<file path="src/rtl/mem_access_pkg.sv">
// Shared types and constants for the MEM-stage access unit.
package mem_access_pkg;

    typedef enum logic [1:0] {
        IDLE = 2'd0,
        BUSY = 2'd1,
        DONE = 2'd2
    } mau_state_e;

    typedef enum logic [1:0] {
        SZ_BYTE = 2'd0,
        SZ_HALF = 2'd1,
        SZ_WORD = 2'd2
    } acc_size_e;

    localparam logic [2:0] F3_B  = 3'b000;
    localparam logic [2:0] F3_H  = 3'b001;
    localparam logic [2:0] F3_W  = 3'b010;
    localparam logic [2:0] F3_BU = 3'b100;
    localparam logic [2:0] F3_HU = 3'b101;

    localparam logic [3:0] BE_HALF_LO = 4'b0011;
    localparam logic [3:0] BE_HALF_HI = 4'b1100;
    localparam logic [3:0] BE_WORD    = 4'b1111;

    // Access width for a func3 code; unused encodings behave as a full word.
    function automatic acc_size_e f3_size(input logic [2:0] func3);
        case (func3)
            F3_B, F3_BU: f3_size = SZ_BYTE;
            F3_H, F3_HU: f3_size = SZ_HALF;
            F3_W:        f3_size = SZ_WORD;
            default:     f3_size = SZ_WORD;
        endcase
    endfunction

endpackage

</file>
<file path="src/rtl/load_extend.sv">
// Selects the addressed byte/half of a memory word and sign- or zero-extends it.
module load_extend
    import mem_access_pkg::*;
(
    input  logic [31:0] rdata,
    input  logic [1:0]  offset,
    input  logic [2:0]  func3,
    output logic [31:0] result
);

    logic [7:0]  lanes [4];
    logic [7:0]  byte_sel;
    logic [15:0] half_sel;
    logic        is_unsigned;

    genvar gi;
    generate
        for (gi = 0; gi < 4; gi++) begin : g_lane
            assign lanes[gi] = rdata[8*gi +: 8];
        end
    endgenerate

    // Pick the addressed lane and extend it according to the access size.
    always_comb begin
        byte_sel    = lanes[offset];
        half_sel    = offset[1] ? rdata[31:16] : rdata[15:0];
        is_unsigned = func3[2];
        case (f3_size(func3))
            SZ_BYTE: result = is_unsigned ? {24'h0, byte_sel} : {{24{byte_sel[7]}}, byte_sel};
            SZ_HALF: result = is_unsigned ? {16'h0, half_sel} : {{16{half_sel[15]}}, half_sel};
            default: result = rdata;
        endcase
    end

endmodule

</file>
<file path="src/rtl/mem_access_unit.sv">
// MEM-stage data-memory access unit: req/ack handshake, byte enables,
// load alignment/extension and pipeline stall generation.
// Optional build macro: MEM_TIMEOUT_EN (abort a BUSY access after TIMEOUT_CYC cycles).
module mem_access_unit
    import mem_access_pkg::*;
#(
    parameter int DATA_W      = 32,
    parameter int DM_ADDRESS  = 9,
    parameter int TIMEOUT_CYC = 64
) (
    input  logic                  clk,
    input  logic                  reset,
    input  logic                  req_read,
    input  logic                  req_write,
    input  logic [DM_ADDRESS-1:0] req_addr,
    input  logic [DATA_W-1:0]     req_wdata,
    input  logic [2:0]            req_func3,
    output logic                  stall,
    output logic [DATA_W-1:0]     load_data,
    output logic                  misaligned,
    output logic                  bus_error,
    output logic                  mem_req,
    output logic                  mem_we,
    output logic [DM_ADDRESS-1:0] mem_addr,
    output logic [DATA_W-1:0]     mem_wdata,
    output logic [3:0]            mem_be,
    input  logic                  mem_ack,
    input  logic [DATA_W-1:0]     mem_rdata
);

    mau_state_e            state_q, state_d;
    logic                  mem_req_q, mem_req_d;
    logic                  mem_we_q, mem_we_d;
    logic [DM_ADDRESS-1:0] mem_addr_q, mem_addr_d;
    logic [DATA_W-1:0]     mem_wdata_q, mem_wdata_d;
    logic [3:0]            mem_be_q, mem_be_d;
    logic [1:0]            lane_q, lane_d;
    logic [2:0]            func3_q, func3_d;
    logic [DATA_W-1:0]     load_data_q, load_data_d;

    logic                  req_active;
    logic                  req_is_write;
    acc_size_e             req_size;
    logic                  req_mis;
    logic [3:0]            byte_be;
    logic [3:0]            req_be;
    logic [DATA_W-1:0]     req_wdata_rep;
    logic [DATA_W-1:0]     ext_data;
    logic                  stall_c;
    logic                  mis_c;

`ifdef MEM_TIMEOUT_EN
    localparam int TO_W = $clog2(TIMEOUT_CYC + 1);
    logic [TO_W-1:0]       tmo_cnt_q, tmo_cnt_d;
    logic                  bus_error_q, bus_error_d;
`else
    logic                  unused_timeout;
    assign unused_timeout = (TIMEOUT_CYC == 0);
`endif

    genvar gi;
    generate
        for (gi = 0; gi < 4; gi++) begin : g_byte_be
            assign byte_be[gi] = (req_addr[1:0] == 2'(gi));
        end
    endgenerate

    load_extend u_load_extend (
        .rdata  (mem_rdata),
        .offset (lane_q),
        .func3  (func3_q),
        .result (ext_data)
    );

    // Decode the incoming request: size, alignment, enables and replicated store data.
    always_comb begin
        req_active   = req_read | req_write;
        req_is_write = req_write;
        req_size     = f3_size(req_func3);
        req_mis      = 1'b0;
        req_be       = BE_WORD;
        req_wdata_rep = req_wdata;
        case (req_size)
            SZ_BYTE: begin
                req_be        = byte_be;
                req_wdata_rep = {4{req_wdata[7:0]}};
            end
            SZ_HALF: begin
                req_mis       = req_addr[0];
                req_be        = req_addr[1] ? BE_HALF_HI : BE_HALF_LO;
                req_wdata_rep = {2{req_wdata[15:0]}};
            end
            default: begin
                req_mis       = (req_addr[1:0] != 2'b00);
            end
        endcase
    end

    // Next-state and handshake control; stall/misaligned are combinational.
    always_comb begin
        state_d     = state_q;
        mem_req_d   = mem_req_q;
        mem_we_d    = mem_we_q;
        mem_addr_d  = mem_addr_q;
        mem_wdata_d = mem_wdata_q;
        mem_be_d    = mem_be_q;
        lane_d      = lane_q;
        func3_d     = func3_q;
        load_data_d = load_data_q;
        stall_c     = 1'b0;
        mis_c       = 1'b0;
`ifdef MEM_TIMEOUT_EN
        tmo_cnt_d   = tmo_cnt_q;
        bus_error_d = 1'b0;
`endif
        case (state_q)
            IDLE: begin
                if (req_active) begin
                    if (req_mis) begin
                        mis_c = 1'b1;
                    end else begin
                        stall_c     = 1'b1;
                        state_d     = BUSY;
                        mem_req_d   = 1'b1;
                        mem_we_d    = req_is_write;
                        mem_addr_d  = {req_addr[DM_ADDRESS-1:2], 2'b00};
                        mem_wdata_d = req_wdata_rep;
                        mem_be_d    = req_be;
                        lane_d      = req_addr[1:0];
                        func3_d     = req_func3;
`ifdef MEM_TIMEOUT_EN
                        tmo_cnt_d   = '0;
`endif
                    end
                end
            end
            BUSY: begin
                stall_c = 1'b1;
                if (mem_ack) begin
                    mem_req_d = 1'b0;
                    mem_we_d  = 1'b0;
                    if (!mem_we_q) begin
                        load_data_d = ext_data;
                    end
                    state_d = DONE;
                end
`ifdef MEM_TIMEOUT_EN
                else if (tmo_cnt_q == TO_W'(TIMEOUT_CYC - 1)) begin
                    mem_req_d   = 1'b0;
                    mem_we_d    = 1'b0;
                    load_data_d = '0;
                    bus_error_d = 1'b1;
                    state_d     = DONE;
                end else begin
                    tmo_cnt_d = tmo_cnt_q + 1'b1;
                end
`endif
            end
            DONE: begin
                // Requests still reflect the completed instruction; let the pipeline advance.
                state_d = IDLE;
            end
            default: begin
                state_d = IDLE;
            end
        endcase
        if (reset) begin
            stall_c = 1'b0;
            mis_c   = 1'b0;
        end
    end

    // State and transaction registers.
    always_ff @(posedge clk) begin
        if (reset) begin
            state_q     <= IDLE;
            mem_req_q   <= 1'b0;
            mem_we_q    <= 1'b0;
            mem_addr_q  <= '0;
            mem_wdata_q <= '0;
            mem_be_q    <= 4'b0000;
            lane_q      <= 2'b00;
            func3_q     <= 3'b000;
            load_data_q <= '0;
        end else begin
            state_q     <= state_d;
            mem_req_q   <= mem_req_d;
            mem_we_q    <= mem_we_d;
            mem_addr_q  <= mem_addr_d;
            mem_wdata_q <= mem_wdata_d;
            mem_be_q    <= mem_be_d;
            lane_q      <= lane_d;
            func3_q     <= func3_d;
            load_data_q <= load_data_d;
        end
    end

`ifdef MEM_TIMEOUT_EN
    // Ack-timeout counter and the one-cycle bus error pulse.
    always_ff @(posedge clk) begin
        if (reset) begin
            tmo_cnt_q   <= '0;
            bus_error_q <= 1'b0;
        end else begin
            tmo_cnt_q   <= tmo_cnt_d;
            bus_error_q <= bus_error_d;
        end
    end
    assign bus_error = bus_error_q;
`else
    assign bus_error = 1'b0;
`endif

    assign stall      = stall_c;
    assign misaligned = mis_c;
    assign load_data  = load_data_q;
    assign mem_req    = mem_req_q;
    assign mem_we     = mem_we_q;
    assign mem_addr   = mem_addr_q;
    assign mem_wdata  = mem_wdata_q;
    assign mem_be     = mem_be_q;

endmodule

</file>
<file path="config.mk">
export PLATFORM = sky130hd
export DESIGN_NAME = mem_access_unit
export DESIGN_NICKNAME = d
export VERILOG_FILES = /design/src/rtl/mem_access_pkg.sv /design/src/rtl/load_extend.sv /design/src/rtl/mem_access_unit.sv
export SDC_FILE = /design/constraint.sdc
export NUM_CORES = 1
export LEC_CHECK = 0
export ABC_AREA = 0
export BUFFER_PORTS_ARGS = -buffer_cell sky130_fd_sc_hd__clkbuf_2
export CORE_MARGIN = 3
export CORE_UTILIZATION = 39
export CTS_CLUSTER_SIZE = 28
export DETAILED_ROUTE_END_ITERATION = 12
export GPL_ROUTABILITY_DRIVEN = 0
export PLACE_DENSITY_LB_ADDON = 0.2
export SYNTH_ARGS = -nofsm -noshare
export SYNTH_HDL_FRONTEND = slang
export SYNTH_HIERARCHICAL = 1
export SYNTH_SLANG_ARGS = --single-unit
</file>
<file path="constraint.sdc">
create_clock -name clk -period 1.6 [get_ports clk]
set_input_delay 0.16 -clock clk [delete_from_list [all_inputs] [get_ports clk]]
set_output_delay 0.16 -clock clk [all_outputs]
set_load 0.05 [all_outputs]
</file>
==> flow_metrics.env, run 1 <==
export IMPL_outcome="complete, but fails checks"
export IMPL_violations="setup timing"
export IMPL_root_buffer="clkbuf_16"
export IMPL_maxCapViolCount=0
export IMPL_yosys_warnings=6
export IMPL_htreeDepth=3
export IMPL_cts_hold_buf=0
export IMPL_hpwlAfterDp_um=9760
export IMPL_ys_seq_elements=84
export IMPL_fin_util_pct=53.5
export IMPL_place_port_buffers=159
export IMPL_fillers=1072
export IMPL_clkTransAtPathRegs_ns=0.06
export IMPL_synthAdderAreaFrac_pct=0
export IMPL_syn_area_mm2=0.00439
export IMPL_grt_pass1_vias=4310
export IMPL_grt_max_degree=57
export IMPL_layout_nets=777
export IMPL_critPathMaxFanout=8
export IMPL_critPathLaunchType="flop"
export IMPL_max_stage_delay_ns=0.50
export IMPL_cp_slowest_cell="mux4_2"
export IMPL_cts_inserted_buffers=9
export IMPL_endpoint_kind="flop"
export IMPL_critPathBufInv=0
export IMPL_place_area_mm2=0.00548
export IMPL_slew_viol_final=0
export IMPL_finalHoldViolations=0
export IMPL_grt_pass1_wl_um=20900
export IMPL_clock_path_buffers=2
export IMPL_pre_cts_slack_ns=-0.00815
export IMPL_relSlewSlack_pct=66.4
export IMPL_layout_cells_non_filler=841
export IMPL_required_ns=1.82
export IMPL_dieArea_mm2=0.0126
export IMPL_multiInputGateArea_mm2=0.00246
export IMPL_rows=38
export IMPL_drt_iter0_drc=263
export IMPL_ir_drop_mv=0.592
export IMPL_diodes=0
export IMPL_avgViaCountPerCell=5.30
export IMPL_synth_compound_area_share_pct=21.6
export IMPL_clkLatencyLatePin_ns=0.34
export IMPL_coreArea_mm2=0.0109
export IMPL_dp_cells=822
export IMPL_hold_worst_slack_ns=0.0472
export IMPL_drive_gt1_share_pct=35.1
export IMPL_critical_path_class="reg -> reg"
export IMPL_drc=0
export IMPL_power_density_mw_per_mm2=1090
export IMPL_drt_pass1_iterations=4
export IMPL_start_util_pct=40.1
export IMPL_worstPathCellList="mux4_2, and3b_2, a221o_1, nand2_1, a21oi_2"
export IMPL_dieHeight_um=112
export IMPL_synthMuxAreaShare_pct=11.5
export IMPL_grt_usage_pct=20.4
export IMPL_routed_via_count=4456
export IMPL_antenna_found_initial=0
export IMPL_rsz0062_at_grt="yes"
export IMPL_max_freq_mhz=617
export IMPL_setup_viol=7
export IMPL_syn_inst=545
export IMPL_avgRoutedWirePerCell_um=15.8
export IMPL_io_pins=163
export IMPL_synth_simple_gate_area_share_pct=21.2
export IMPL_grt_overflow_total=0
export IMPL_syn_mean_instance_area_um2=8.05
export IMPL_crit_family="multiplexers"
export IMPL_cts_tree="yes"
export IMPL_tightest_slew_ns=0.503
export IMPL_cp_arrival_ns=1.84
export IMPL_syn_to_final_growth_pct=33.4
export IMPL_p_leak_nw=2.59
export IMPL_synth_top_family_by_area="compound AO/OA/AOI/OAI gates"
export IMPL_synth_xor_area_share_pct=0
export IMPL_finalCriticalPeriod_ns=1.62
export IMPL_design_area_mm2=0.00585
export IMPL_synth_seq_area_share_pct=38.3
export IMPL_drtAntennaViolNets=0
export IMPL_die_w_um=112
export IMPL_finClkSkew_ns=0.00902
export IMPL_min_path_type="in -> reg"
export IMPL_finalCritPeriodShare_pct=101
export IMPL_synth_cell_types=41
export IMPL_worst_slack_ns=-0.0195
export IMPL_cts_sinks=84
export IMPL_totalWireLength_um=13200
export IMPL_seq_area_mm2=0.00168
-- worst min-delay path, cell delays in order --
cell      delay, ns
clkbuf_2       0.08
nand2_1        0.05
mux2i_1        0.05
-- worst paths after layout --
path	start	to	slack (ns)	depth (start not counted)
worst max-delay path	lane_q[1]$_SDFFE_PP0P_	load_data[13]$_SDFFE_PP0P_	-0.02	5
worst min-delay path	req_addr[4]	mem_addr[4]$_SDFFE_PP0P_	0.05	3
worst max register to register	lane_q[1]$_SDFFE_PP0P_	load_data[13]$_SDFFE_PP0P_	-0.02	5
worst min register to register	load_data[3]$_SDFFE_PP0P_	load_data[3]$_SDFFE_PP0P_	0.45	2
-- metrics by stage --
stage | TNS (ns) | power [mW]
2_1_floorplan | 0 | 3.64
3_3_place_gp | 0 | 4.13
3_5_place_dp | -0.0286 | 4.15
4_1_cts | -0.0256 | 6.41
5_1_grt | -0.728 | 6.63
6_report | -0.0634 | 6.35
-- logic make-up (layout without fill, tap and decap cells) --
group                  count (synthesis)  count (layout)
AO/OA/AOI/OAI                        125             125
multiplexers                          47              47
flip-flops                            84              84
other                                  1               3
buffers and inverters                 62             216
AND/OR/NAND/NOR                      226             226
-- layout make-up --
cell class / count / area share, %
flip-flops and latches: 84 / 28.8
clock inverters: 6 / 1.52
clock buffers: 10 / 3.91
multi-input cells: 401 / 42.1
inverters: 7 / 0.449
well taps: 140 / 2.99
repair buffers: 193 / 20.2
-- cell usage in the layout (no fill, tap or decap), types with 2 or more instances in the layout --
| master | synthesis | routed |
|---|---|---|
| a211oi_2 | 5 | 5 |
| clkbuf_2 | 0 | 157 |
| a22oi_1 | 7 | 7 |
| nor2_1 | 5 | 5 |
| a41oi_1 | 20 | 20 |
| buf_12 | 0 | 10 |
| nand2_1 | 192 | 192 |
| inv_2 | 1 | 2 |
| nor3_1 | 3 | 2 |
| mux4_2 | 2 | 2 |
| mux2_2 | 8 | 8 |
| buf_4 | 6 | 25 |
| inv_1 | 6 | 5 |
| clkinvlp_4 | 0 | 2 |
| bufinv_16 | 0 | 2 |
| nor2b_1 | 2 | 2 |
| nand2b_1 | 16 | 16 |
| a211oi_1 | 5 | 5 |
| a221o_1 | 8 | 8 |
| dfxtp_2 | 0 | 2 |
| mux2i_1 | 37 | 37 |
| a311oi_2 | 9 | 9 |
| a21oi_1 | 37 | 35 |
| clkbuf_16 | 0 | 9 |
| o211ai_1 | 8 | 8 |
| conb_1 | 1 | 3 |
| o21ai_0 | 17 | 17 |
| dfxtp_1 | 84 | 82 |
-- flip-flops by register name, indices dropped and copies added (netlist names) --
signal     count
mem_be         4
lane_q         2
mem_addr       7
mem_wdata     32
state_q        2
mem_we         1
func3_q        3
load_data     32
mem_req        1
-- timing repair --
item                       CTS  global route
pin swaps                    0             3
buffers inserted             2             1
resized for setup            7             3
setup endpoints to repair   10            22
-- where the power goes --
group / switching (mW) / internal (mW) / leakage, nW
sequential: 0.0909 / 2.24 / 0.688
combinational: 1.17 / 0.628 / 1.75
clock: 0.857 / 1.37 / 0.149
total: 2.11 / 4.24 / 2.59
-- synth_stat cells --
cell | instances | share of area (%)
nand2_1 | 192 | 16
nand4bb_1 | 1 | 0.26
buf_1 | 4 | 0.34
mux4_2 | 2 | 1.0
a221o_1 | 8 | 1.8
a311oi_2 | 9 | 3.1
a22o_1 | 1 | 0.20
nor3_1 | 3 | 0.34
nand3_1 | 2 | 0.23
and3b_1 | 1 | 0.20
a211oi_2 | 5 | 1.4
nand3b_1 | 1 | 0.17
nand2b_1 | 16 | 2.3
and4_4 | 1 | 0.26
o21bai_1 | 1 | 0.17
a211oi_1 | 5 | 0.86
clkbuf_1 | 31 | 2.7
buf_6 | 7 | 1.8
a21oi_1 | 37 | 4.2
a41oi_1 | 20 | 4.0
o211ai_1 | 8 | 1.4
nor2b_1 | 2 | 0.29
o21ba_1 | 1 | 0.23
mux2_2 | 8 | 2.1
nor2_1 | 5 | 0.43
buf_2 | 7 | 0.80
nand4_1 | 1 | 0.14
buf_4 | 6 | 1.0
inv_1 | 6 | 0.51
o21ai_2 | 1 | 0.20
a22oi_1 | 7 | 1.2
conb_1 | 1 | 0.085
a311oi_1 | 1 | 0.20
o22a_1 | 1 | 0.20
nor4bb_1 | 1 | 0.23
o21ai_0 | 17 | 1.9
a32oi_1 | 1 | 0.20
a31oi_1 | 2 | 0.29
mux2i_1 | 37 | 8.4
inv_2 | 1 | 0.085
dfxtp_1 | 84 | 38
-- per-layer routing --
layer,GRT usage (%),part of all wire (%),vias up,wire length (um)
met5,0,0,-,0
met4,7.21,1.8,0,234
met3,5.34,8.5,21,1120
met2,35.1,48,186,6390
met1,24.9,41,2054,5500
li1,-,-,2195,-
No activity file was read; power rests on OpenSTA's default activity.
==> run 2, diff against run 1 <==
--- a/config.mk
+++ b/config.mk
@@ -7,11 +7,10 @@
 export LEC_CHECK = 0
 export ABC_AREA = 0
 export BUFFER_PORTS_ARGS = -buffer_cell sky130_fd_sc_hd__clkbuf_2
-export CORE_MARGIN = 3
 export CORE_UTILIZATION = 39
 export CTS_CLUSTER_SIZE = 28
 export DETAILED_ROUTE_END_ITERATION = 12
-export GPL_ROUTABILITY_DRIVEN = 0
+export GPL_ROUTABILITY_DRIVEN = 1
 export PLACE_DENSITY_LB_ADDON = 0.2
 export SYNTH_ARGS = -nofsm -noshare
 export SYNTH_HDL_FRONTEND = slang
==> run 2 against run 1 <==
Effect of this change:
- the run still ends with setup timing left
- worst setup slack lost 0.020 ns
- count of clock-buffer cells in the layout is the same
- clock skew decreased by 0.0022 ns
- sequential power barely moved
- non-clock buffer count is 6 higher
- maximum frequency is 1.2% lower
- final cell count increased by 0.83%
- highest routed layer unchanged
==> flow_metrics.env, run 2 (same netlist as run 1, synthesis figures left out) <==
export IMPL_cp_slowest_cell="mux4_2"
export IMPL_critPathLaunchType="flop"
export IMPL_finClkSkew_ns=0.00685
export IMPL_place_port_buffers=159
export IMPL_design_area_mm2=0.00580
export IMPL_cp_arrival_ns=1.88
export IMPL_dieArea_mm2=0.0117
export IMPL_root_buffer="clkbuf_8"
export IMPL_holdPathStages=3
export IMPL_ir_drop_mv=0.488
export IMPL_r2r_end="load_data[9]$_SDFFE_PP0P_"
export IMPL_critical_path_reg2reg_startpoint="lane_q[1]$_SDFFE_PP0P_"
export IMPL_finalCriticalPeriod_ns=1.64
export IMPL_finalCritPeriodShare_pct=102
export IMPL_place_area_mm2=0.00545
export IMPL_gp_congestion=0.892
export IMPL_required_ns=1.84
export IMPL_grt_overflow_total=0
export IMPL_die_w_um=108
export IMPL_drc=0
export IMPL_violations="setup timing"
export IMPL_hp_start="req_addr[8]"
export IMPL_drt_pass1_iterations=5
export IMPL_htreeDepth=3
export IMPL_cts_inserted_buffers=9
export IMPL_grt_usage_pct=23.3
export IMPL_grt_pass1_wl_um=21100
export IMPL_min_path_type="in -> reg"
export IMPL_r2r_setup_slack_ns=-0.04
export IMPL_antenna_found_initial=0
export IMPL_setup_viol=8
export IMPL_routed_via_count=4535
export IMPL_drtAntennaViolNets=0
export IMPL_grt_pass1_vias=4277
export IMPL_totalWireLength_um=13400
export IMPL_layout_nets=784
export IMPL_dieHeight_um=108
export IMPL_final_cell_mix="nand2_1, clkbuf_2, dfxtp_1"
export IMPL_p_leak_nw=2.57
export IMPL_grt_max_degree=49
export IMPL_coreArea_mm2=0.0109
export IMPL_final_common_cell="nand2_1"
export IMPL_cts_sinks=84
export IMPL_diodes=0
export IMPL_drive_gt1_share_pct=36.3
export IMPL_max_stage_delay_ns=0.51
export IMPL_outcome="complete, but fails checks"
export IMPL_finalHoldViolations=0
export IMPL_clkTransAtPathRegs_ns=0.09
export IMPL_start_util_pct=40.3
export IMPL_cts_tree="yes"
export IMPL_layout_cells_non_filler=848
export IMPL_rr_worst_depth=5
export IMPL_clkLatencyLatePin_ns=0.37
export IMPL_worstPathCellList="mux4_2, and3b_2, a221o_1, nand2_1, a21oi_1"
export IMPL_power_density_mw_per_mm2=973
export IMPL_io_pins=163
export IMPL_max_freq_mhz=610
export IMPL_drt_iter0_drc=238
export IMPL_avgRoutedWirePerCell_um=15.8
export IMPL_dp_cells=823
export IMPL_clock_path_buffers=2
export IMPL_fin_util_pct=53.3
export IMPL_min_to="mem_addr[8]$_SDFFE_PP0P_"
export IMPL_critPathMaxFanout=8
export IMPL_rsz0062_at_grt="yes"
export IMPL_critical_path_class="reg -> reg"
export IMPL_endpoint_kind="flop"
export IMPL_syn_to_final_growth_pct=32.3
export IMPL_maxCapViolCount=0
export IMPL_worst_slack_ns=-0.0399
export IMPL_avgViaCountPerCell=5.35
export IMPL_slew_viol_final=0
export IMPL_hpwlAfterDp_um=9820
export IMPL_rows=38
==> run 2: power by group <==
group          switching, mW  internal [mW]  total (mW)
Combinational           1.19          0.666        1.85
Clock                  0.847          0.617        1.46
Sequential            0.0923           2.24        2.33
==> run 2: per-layer routing <==
layer  part of all wire, %  GRT usage (%)  routed length [um]  vias up
met5                     0              0                   0        -
li1                      -              -                   -     2207
met1                    43           28.7                5780     2121
met4                   2.0           9.98                 274        0
met3                   7.0           4.34                 937       21
met2                    48           39.5                6440      186
==> run 2: layout make-up <==
| cell class | instances | area, um2 |
|---|---|---|
| multi-input combinational | 402 | 2480 |
| timing repair buffer | 199 | 1250 |
| fill | 1085 | 5080 |
| clock buffer | 10 | 138 |
| clock inverter | 6 | 48.8 |
| sequential | 84 | 1690 |
| inverter | 7 | 26.3 |
| tap | 140 | 175 |
==> run 2: how the worst max path moves through the flow <==
| stage | from | end | slack [ns] | cells after the start |
|---|---|---|---|---|
| after floorplan | lane_q[1]$_SDFFE_PP0P_ | load_data[10]$_SDFFE_PP0P_ | 0.009 | 6 |
| after global placement | lane_q[1]$_SDFFE_PP0P_ | load_data[9]$_SDFFE_PP0P_ | 0.01 | 5 |
| after detailed placement | lane_q[1]$_SDFFE_PP0P_ | load_data[19]$_SDFFE_PP0P_ | -0.03 | 7 |
| after CTS | lane_q[1]$_SDFFE_PP0P_ | load_data[19]$_SDFFE_PP0P_ | -0.03 | 7 |
| after global routing | lane_q[1]$_SDFFE_PP0P_ | load_data[11]$_SDFFE_PP0P_ | -0.11 | 5 |
| final | lane_q[1]$_SDFFE_PP0P_ | load_data[9]$_SDFFE_PP0P_ | -0.04 | 5 |
==> run 2: through the flow <==
step | hold slack, ns | setup TNS [ns] | setup WS [ns] | power, mW
2_1_floorplan | 0.287 | 0 | 0.00891 | 3.64
3_5_place_dp | 0.401 | -0.388 | -0.0266 | 4.14
3_3_place_gp | 0.393 | 0 | 0.0112 | 4.12
6_report | 0.0112 | -0.230 | -0.0399 | 5.65
4_1_cts | 0.000308 | -0.541 | -0.0337 | 5.63
5_1_grt | 0.0141 | -2.04 | -0.114 | 5.91
==> run 2: what timing repair did <==
item / 4_1_cts / 5_1_grt
hold buffers: 0 / 0
buffers inserted: 3 / 3
endpoints found under the setup margin: 26 / 59
gates cloned: 1 / 2
resized for setup: 5 / 14
pin swaps: 1 / 2
==> run 2: critical path: cells and delay by family (launching register included) <==
| family | cells | cell delay [ns] |
|---|---|---|
| muxes | 1 | 0.51 |
| DFF | 1 | 0.35 |
| and+or+nand+nor | 2 | 0.33 |
| AOI/OAI and AO/OA | 2 | 0.33 |
